==> src/rtl/countdown_timer_60_pkg.sv <==
// -----------------------------------------------------------------------------
// countdown_timer_60_pkg
// Shared definitions for the 0..59 second countdown timer:
//   - state_t     : controller states (IDLE, RUN, PAUSED, EXPIRED)
//   - MAX_TENS    : largest legal tens digit (5)
//   - MAX_ONES    : largest legal ones digit (9)
//   - clamp_tens / clamp_ones : saturate an out-of-range BCD load digit
// -----------------------------------------------------------------------------
package countdown_timer_60_pkg;

  typedef enum logic [1:0] {
    IDLE    = 2'd0,
    RUN     = 2'd1,
    PAUSED  = 2'd2,
    EXPIRED = 2'd3
  } state_t;

  localparam logic [2:0] MAX_TENS = 3'd5;
  localparam logic [3:0] MAX_ONES = 4'd9;

  // Any tens value above 5 would describe 60+ seconds; saturate to 5.
  function automatic logic [2:0] clamp_tens(input logic [2:0] value);
    return (value > MAX_TENS) ? MAX_TENS : value;
  endfunction

  // Codes 10..15 are not BCD; saturate to 9.
  function automatic logic [3:0] clamp_ones(input logic [3:0] value);
    return (value > MAX_ONES) ? MAX_ONES : value;
  endfunction

endpackage

==> src/rtl/countdown_timer_60_tick_gen.sv <==
// -----------------------------------------------------------------------------
// tick_gen
// One-second prescaler. Counts 0..DIVIDE-1 while Enable is high and raises
// Tick during the cycle in which the count sits at DIVIDE-1, so the owner
// sees the tick on the same edge the counter wraps back to 0.
//
// Ports
//   Clockin : clock, rising edge
//   Reset   : asynchronous active-high reset, count -> 0
//   Enable  : count advances only while high; low holds the current value
//   Zero    : synchronous clear of the count, overrides Enable
//   Tick    : terminal-count indication (combinational from the count)
// -----------------------------------------------------------------------------
module tick_gen #(
  parameter int unsigned DIVIDE = 50000000
) (
  input  logic Clockin,
  input  logic Reset,
  input  logic Enable,
  input  logic Zero,
  output logic Tick
);

  // DIVIDE is at least 2, so $clog2 is at least 1.
  localparam int unsigned CNT_W = $clog2(DIVIDE);
  localparam logic [CNT_W-1:0] LAST = CNT_W'(DIVIDE - 1);

  logic [CNT_W-1:0] count;
  logic             at_last;

  assign at_last = (count == LAST);

  // A pending Zero means the owner is restarting the interval, so a tick in
  // that same cycle is meaningless and is suppressed.
  assign Tick = Enable & ~Zero & at_last;

  always_ff @(posedge Clockin or posedge Reset) begin
    if (Reset) begin
      count <= '0;
    end else if (Zero) begin
      count <= '0;
    end else if (Enable) begin
      count <= at_last ? '0 : count + 1'b1;
    end
  end

endmodule

==> src/rtl/countdown_timer_60.sv <==
// -----------------------------------------------------------------------------
// countdown_timer_60
// BCD countdown timer, 00..59 seconds, one decrement per DIVIDE clocks.
//
// Ports
//   Clockin  : clock, rising edge
//   Reset    : asynchronous active-high reset to IDLE / 00
//   Start    : load-and-run from IDLE/EXPIRED, resume from PAUSED
//   Pause    : halt counting from RUN (digits and prescaler frozen)
//   Clear    : abort to IDLE / 00 from any state (highest priority)
//   LoadTens : BCD tens of start value (values above 5 saturate to 5)
//   LoadOnes : BCD ones of start value (values above 9 saturate to 9)
//   Tens     : remaining seconds, tens digit
//   Ones     : remaining seconds, ones digit
//   Running  : high while in RUN
//   Done     : one-cycle pulse on the edge the count reaches 00
//   Expired  : high while in EXPIRED
//
// All outputs come straight from flops. Running/Expired are registered
// decodes of the next state so they line up with the state register.
// -----------------------------------------------------------------------------
module countdown_timer_60
  import countdown_timer_60_pkg::*;
#(
  parameter int unsigned DIVIDE = 50000000
) (
  input  logic       Clockin,
  input  logic       Reset,
  input  logic       Start,
  input  logic       Pause,
  input  logic       Clear,
  input  logic [2:0] LoadTens,
  input  logic [3:0] LoadOnes,
  output logic [2:0] Tens,
  output logic [3:0] Ones,
  output logic       Running,
  output logic       Done,
  output logic       Expired
);

  state_t     state;
  state_t     state_nxt;
  logic [2:0] tens_nxt;
  logic [3:0] ones_nxt;
  logic       done_nxt;

  logic       tick;
  logic       presc_en;
  logic       presc_zero;
  logic       idle_like;

  logic [2:0] ld_tens;
  logic [3:0] ld_ones;
  logic       ld_zero;
  logic       at_one;

  assign ld_tens   = clamp_tens(LoadTens);
  assign ld_ones   = clamp_ones(LoadOnes);
  assign ld_zero   = (ld_tens == 3'd0) && (ld_ones == 4'd0);

  // The tick that is about to be consumed takes the count from 01 to 00.
  assign at_one    = (Tens == 3'd0) && (Ones == 4'd1);

  assign idle_like = (state == IDLE) || (state == EXPIRED);

  // The prescaler only runs in RUN, so in PAUSED it keeps its partial
  // interval and a resume finishes that interval rather than restarting it.
  assign presc_en   = (state == RUN);
  assign presc_zero = Clear | (Start & idle_like);

  tick_gen #(
    .DIVIDE(DIVIDE)
  ) u_tick_gen (
    .Clockin(Clockin),
    .Reset  (Reset),
    .Enable (presc_en),
    .Zero   (presc_zero),
    .Tick   (tick)
  );

  // ---------------------------------------------------------------------------
  // State and output registers
  // ---------------------------------------------------------------------------
  always_ff @(posedge Clockin or posedge Reset) begin
    if (Reset) begin
      state   <= IDLE;
      Tens    <= 3'd0;
      Ones    <= 4'd0;
      Running <= 1'b0;
      Done    <= 1'b0;
      Expired <= 1'b0;
    end else begin
      state   <= state_nxt;
      Tens    <= tens_nxt;
      Ones    <= ones_nxt;
      Running <= (state_nxt == RUN);
      Done    <= done_nxt;
      Expired <= (state_nxt == EXPIRED);
    end
  end

  // ---------------------------------------------------------------------------
  // Next-state logic. Clear beats Start beats Pause everywhere.
  // ---------------------------------------------------------------------------
  always_comb begin
    state_nxt = state;
    if (Clear) begin
      state_nxt = IDLE;
    end else begin
      case (state)
        IDLE, EXPIRED: begin
          if (Start) begin
            state_nxt = ld_zero ? EXPIRED : RUN;
          end
        end
        RUN: begin
          // Reaching 00 wins over a simultaneous Pause. A Start in RUN is
          // ignored but, being higher priority, also masks a Pause.
          if (tick && at_one) begin
            state_nxt = EXPIRED;
          end else if (!Start && Pause) begin
            state_nxt = PAUSED;
          end
        end
        PAUSED: begin
          if (Start) begin
            state_nxt = RUN;
          end
        end
        default: state_nxt = IDLE;
      endcase
    end
  end

  // ---------------------------------------------------------------------------
  // Next-output logic: digit load / decrement and the Done pulse.
  // ---------------------------------------------------------------------------
  always_comb begin
    tens_nxt = Tens;
    ones_nxt = Ones;
    done_nxt = 1'b0;
    if (Clear) begin
      tens_nxt = 3'd0;
      ones_nxt = 4'd0;
    end else begin
      case (state)
        IDLE, EXPIRED: begin
          if (Start) begin
            tens_nxt = ld_tens;
            ones_nxt = ld_ones;
            // A 00 load expires immediately and still reports completion.
            done_nxt = ld_zero;
          end
        end
        RUN: begin
          // A tick always applies in RUN, including alongside a Pause.
          if (tick) begin
            if (Ones != 4'd0) begin
              ones_nxt = Ones - 4'd1;
            end else begin
              ones_nxt = MAX_ONES;
              tens_nxt = Tens - 3'd1;
            end
            done_nxt = at_one;
          end
        end
        default: begin
          tens_nxt = Tens;
          ones_nxt = Ones;
        end
      endcase
    end
  end

endmodule

==> config.mk <==
export PLATFORM = sky130hd
export DESIGN_NAME = countdown_timer_60
export DESIGN_NICKNAME = d
export VERILOG_FILES = /design/src/rtl/countdown_timer_60_pkg.sv /design/src/rtl/countdown_timer_60_tick_gen.sv /design/src/rtl/countdown_timer_60.sv
export SDC_FILE = /design/constraint.sdc
export NUM_CORES = 1
export LEC_CHECK = 0
export ABC_CLOCK_PERIOD_IN_PS = 6200
export CAP_MARGIN = 15
export CORE_ASPECT_RATIO = 0.7
export CORE_UTILIZATION = 52
export CTS_BUF_LIST = sky130_fd_sc_hd__clkbuf_8
export CTS_CLUSTER_DIAMETER = 120
export DETAILED_ROUTE_END_ITERATION = 12
export PLACE_DENSITY = 0.73
export SLEW_MARGIN = 20
export SYNTH_ARGS = -nofsm -noshare
export SYNTH_HDL_FRONTEND = slang
export SYNTH_SLANG_ARGS = --single-unit
==> constraint.sdc <==
create_clock -name Clockin -period 6.2 [get_ports Clockin]
set_input_delay 0.62 -clock Clockin [delete_from_list [all_inputs] [get_ports Clockin]]
set_output_delay 0.62 -clock Clockin [all_outputs]
set_load 0.03 [all_outputs]
# Word-level counts from Yosys, hierarchy flattened

Index checks and enable logic that the tools add are counted.
W data, S select, Z words.

Register bits after elaboration: 38
Output and inout bits: 10
Input port bits: 12

Magnitude comparators: 2
Equal/unequal tests: 10
Reductions and logical operators: 16
Mux-type cells: 26
Add/sub/neg operators: 3
Bitwise gates (word level): 5

Operators by type and width:

| operator                | number |
|---|---|
| $mux W26                | 3 |
| $add A26 B1 Y26 const B | 1 |
| $eq A26 B26 Y1 const B  | 1 |
| $mux W4                 | 5 |
| $mux W3                 | 5 |
| $mux W2                 | 6 |
| $ne A3 B3 Y1 const B    | 3 |
| $pmux W4 S2             | 1 |
| $eq A2 B2 Y1 const B    | 3 |
| $logic_not A3 Y1        | 2 |
| $pmux W2 S3             | 1 |
| $pmux W3 S2             | 1 |
| $eq A2 B1 Y1 const B    | 2 |
| $eq A4 B1 Y1 const B    | 1 |
| $gt A4 B4 Y1 const B    | 1 |
| $logic_and A1 B1 Y1     | 4 |
| $logic_not A4 Y1        | 1 |
| $reduce_and A4 Y1       | 1 |
| $reduce_bool A4 Y1      | 1 |
| $sub A4 B1 Y4 const B   | 1 |
| $and A1 B1 Y1           | 3 |
| $gt A3 B3 Y1 const B    | 1 |
| $mux W1                 | 3 |
| $reduce_and A3 Y1       | 1 |
| other kinds (10)        | 10 |

# Logic depth before layout (Yosys ltp)

Depth after elaboration: 12
Mapped depth: 9
Depth with buffers taken out: 8

# By module

A second synthesis with hierarchy kept.

Cell total of the unflattened synthesis: 311
Area total of the unflattened synthesis: 2618.8 um^2

Modules (own cells, without submodules):

| module             | cells an instance | area each (um^2) | times used |
|---|---|---|---|
| tick_gen           | 211               | 1754.2           | 1 |
| countdown_timer_60 | 100               | 864.6            | 1 |

# Worst setup path after synthesis

No wires, ideal clock.

Path type: register -> register
Start: register Ones[0]
End: register Expired
Path slack: 4.211 ns
Data arrival time: 1.916 ns
Buffers on the path: 1
Period minus slack after synthesis: 1.989 ns
Library setup time: 0.073 ns
Stages on the path, launching flop included: 7
Path through: dfrtp_1 > clkbuf_2 > or4b_1 > nor4b_1 > nand4_1 > a21oi_1 > nor2b_1

Word-level cells in the longest chain between the ends: 7

Ends and longest elaborated chain:

| element                | line                      | text |
|---|---|---|
| start, declared        | countdown_timer_60.sv:35  | `output logic [3:0] Ones,` |
| start signal, assigned | countdown_timer_60.sv:95  | `Ones <= ones_nxt;` |
| $eq A4 B1 Y1           | countdown_timer_60.sv:62  | `assign at_one = (Tens == 3'd0) && (Ones == 4'd1);` |
| $logic_and A1 B1 Y1    | countdown_timer_60.sv:62  |  |
| $logic_and A1 B1 Y1    | countdown_timer_60.sv:119 | `if (tick && at_one) begin` |
| $mux W2                | countdown_timer_60.sv:119 |  |
| $pmux W2 S3            | countdown_timer_60.sv:110 | `case (state)` |
| $mux W2                | countdown_timer_60.sv:107 | `if (Clear) begin` |
| via state_nxt[1]       | countdown_timer_60.sv:42  | `state_t state_nxt;` |
| $eq A2 B2 Y1           | countdown_timer_60.sv:98  | `Expired <= (state_nxt == EXPIRED);` |
| end signal, assigned   | countdown_timer_60.sv:98  |  |
| end, declared          | countdown_timer_60.sv:38  | `output logic Expired` |

The timed path passes the listed nets, and every way through them passes these cells.
A chain may end at the register's enable or synchronous reset.

# Worst setup path after layout

Start: input Clear
End: register u_tick_gen.count[16]

Word-level cells in the longest chain between the ends: 2

Ends and longest elaborated chain:

| element                                               | line                              | text |
|---|---|---|
| start, declared                                       | countdown_timer_60.sv:31          | `input logic Clear,` |
| $or A1 B1 Y1 *                                        | countdown_timer_60.sv:69          | `assign presc_zero = Clear \| (Start & idle_like);` |
| $mux W26 / $reduce_bool A2 Y1 (equally long branches) | --                                |  |
| end signal, assigned                                  | countdown_timer_60_tick_gen.sv:43 | `count <= at_last ? '0 : count + 1'b1;` |
| end, declared                                         | countdown_timer_60_tick_gen.sv:28 | `logic [CNT_W-1:0] count;` |

Every way passes the cells marked *; elsewhere a longest branch is shown, timed or not.

==> flow_summary.toml <==
[pwr]
power_frac_comb_pct = 41.9
p_clk_share_pct = 20.9
leakagePower_nw = 1.09
ir_drop_mv = 0.191
power.density_nw_per_um2 = 292
seqPwrFrac_pct = 37.1
internal_power_mw = 0.500
swShare_pct = 39.7
power.switching_mw = 0.329

[drt]
vias = 2371
avgViaCountPerCell = 6.57
first_pass_iters = 4
drt-total-wl_um = 6160
drtIter0Drc = 164
drcViolationCount = 0
ant_nets = 0
avgRoutedWirePerCell_um = 17.1

[synth]
synth_edf_count = 0
synth.distinct_cells = 56
async_reset_ff_share_pct = 100
yosys_warnings = 0
syn_nets = 308
ys_seq_elements = 38
yosys_most_used_dff = "dfrtp_1"
syn_inst = 290
postSynthAreaPerCell_um2 = 8.75
seq_area_frac_synth_pct = 37.5
netlist_area_um2 = 2540

[global_routing]
grt_max_degree = 43
globalRoute.totalOverflow = 0
grt_pass1_wl_um = 10200
grt_pass1_vias = 2048
antenna_found_initial = 0
track_usage_pct = 26.0

[sta]
whs_ns = 0.550
maxSlewHeadroom_pct = 40.4
grt_setup_unrepaired = "no"
hold_viol = 0
clock_skew_ns = 0.00519
setup_tns_ns = 0
clock.fmax_mhz = 368
finalCritPeriodShare_pct = 43.9
maxSlewViolCount = 0
worstMarginPinSlew_ns = 0.886
period_needed_ns = 2.72
setup_violations = 0
fin_ws_ns = 3.48

[clock_tree]
cts_setup_buffers = 0
clockBufferDepth = 2
cts_sinks = 38
path_clk_slew_ns = 0.07
htree_levels = 2
cts_root_buf = "clkbuf_8"
clk_latency_ns = 0.29
cts_tree = "yes"
hold_buffers = 0
numCtsBuffers = 5
cts_resized = 0

[layout]
layout.nets = 323
stdcell_count = 361
final_cell_mix = "dfrtp_1, a31oi_1, inv_1"
drive_gt1_share_pct = 7.84
antennaDiodeCount = 0
area_growth_pct = 11.9
finish.instance_area_um2 = 2840
final_common_cell = "dfrtp_1"

[place]
dp_hpwl_um = 4410
dp_cells = 353
place_ws_ns = 3.24
place_area_um2 = 2750
routabilityCongestion = 0.825
io_buffers = 21

[floorplanning]
die_width_um = 85.5
dieArea_um2 = 5170
coreArea_um2 = 4500
initial_core_util_pct = 56.4
io_pins = 22
die_y_um = 60.5
placementRows = 20

[worst_setup_path]
critPathLaunchType = "input pin"
setup.worst_path.class = "in -> reg"
r2r_start = "state[1]$_DFF_PP0_"
cpPeakStageDelay_ns = 0.66
critPathLaunch = "Clear"
path_max_fanout = 41
critPathArrivalTime_ns = 2.90
slowest_stage = "clkdlybuf4s50_1"
cp_cell_sequence = "clkdlybuf4s50_1, nand2b_1, a21oi_2, buf_4, nand2_1, o41ai_1"
rrSetupSlack_ns = 3.52
crit_family = "buffers and inverters"
critPathRequiredTime_ns = 6.38
cp_num_buf_inv = 2
critPathCaptureType = "flip-flop"

[status]
status = "complete, no violations"

[flow_run]
drv_cap = 0

[worst_hold_path]
min_path_type = "reg -> reg"
hp-start = "u_tick_gen.count[21]$_DFFE_PP0P_"
-- cells in the mapped netlist (4+ instances only) --
cell | n | area share [%]
and3_1 | 4 | 0.99
nor4_1 | 4 | 0.99
mux2i_1 | 5 | 2.0
a211oi_1 | 4 | 1.2
nand3b_1 | 6 | 1.8
dfrtp_1 | 38 | 37
nand3_1 | 19 | 3.7
nand2_1 | 20 | 3.0
clkbuf_1 | 6 | 0.89
inv_1 | 21 | 3.1
nor3_1 | 6 | 1.2
nand2b_1 | 7 | 1.7
a21oi_1 | 7 | 1.4
buf_2 | 5 | 0.99
a31oi_1 | 30 | 7.4
a41oi_1 | 4 | 1.4
o22ai_1 | 8 | 2.0
nor2_1 | 20 | 3.0
nand4_1 | 19 | 4.7
ha_1 | 6 | 3.0
-- kinds of logic (layout without fill, tap and decap cells) --
logic type                 after synthesis  after routing  share of synthesized area (%)
DFF                                     38             38                           37.5
AOI/OAI and AO/OA                       73             73                           20.2
adders and majority gates                6              6                           2.96
and+or+nand+nor                        129            129                           29.7
buffers and inverters                   37             53                           6.85
muxes                                    7              7                           2.86
-- layer usage --
layer	track usage, %	wire (um)	up-vias	part of all wire, %
met4	7.14	61	0	0.99
met2	35.5	2460	78	40
met3	5.85	382	9	6.2
li1	-	-	1145	-
met5	0	0	-	0
met1	40.7	3260	1139	53
-- state kept, by name, summed over array words and instances, names as in the netlist --
signal            count
Tens                  3
Ones                  4
Expired               1
state                 2
u_tick_gen.count     26
Running               1
Done                  1
-- power groups by stage --
| stage | clock, mW | combinational, mW | sequential [mW] |
|---|---|---|---|
| 2_1_floorplan | 0 | 0.229 | 0.340 |
| 3_3_place_gp | 0 | 0.340 | 0.311 |
| 4_1_cts | 0.180 | 0.347 | 0.307 |
| 6_report | 0.174 | 0.348 | 0.308 |
| 5_1_grt | 0.190 | 0.386 | 0.314 |
| 3_5_place_dp | 0 | 0.345 | 0.312 |
-- final timing paths --
kind | end | cells past startpoint
min reg2reg | u_tick_gen.count[21]$_DFFE_PP0P_ | 1
max reg2reg | u_tick_gen.count[16]$_DFFE_PP0P_ | 7
min in group asynchronous | Done$_DFF_PP0_ | 3
max in group asynchronous | u_tick_gen.count[18]$_DFFE_PP0P_ | 3
max | u_tick_gen.count[16]$_DFFE_PP0P_ | 6
min | u_tick_gen.count[21]$_DFFE_PP0P_ | 1
-- through the flow --
stage	total power [mW]	utilization, %
after floorplan	0.570	-
after detailed placement	0.656	61.0
after global routing	0.890	63.1
after CTS	0.833	63.1
after global placement	0.651	61.0
final	0.829	63.1
-- area by class of cell --
cell class,count,area (um^2)
fill,379,1660
multi-input combinational,215,1420
sequential,38,951
timing repair buffer,24,233
clock buffer,6,82.6
inverter,21,78.8
tap,55,68.8
clock inverter,2,8.76
No activity file was read; power rests on OpenSTA's default activity.
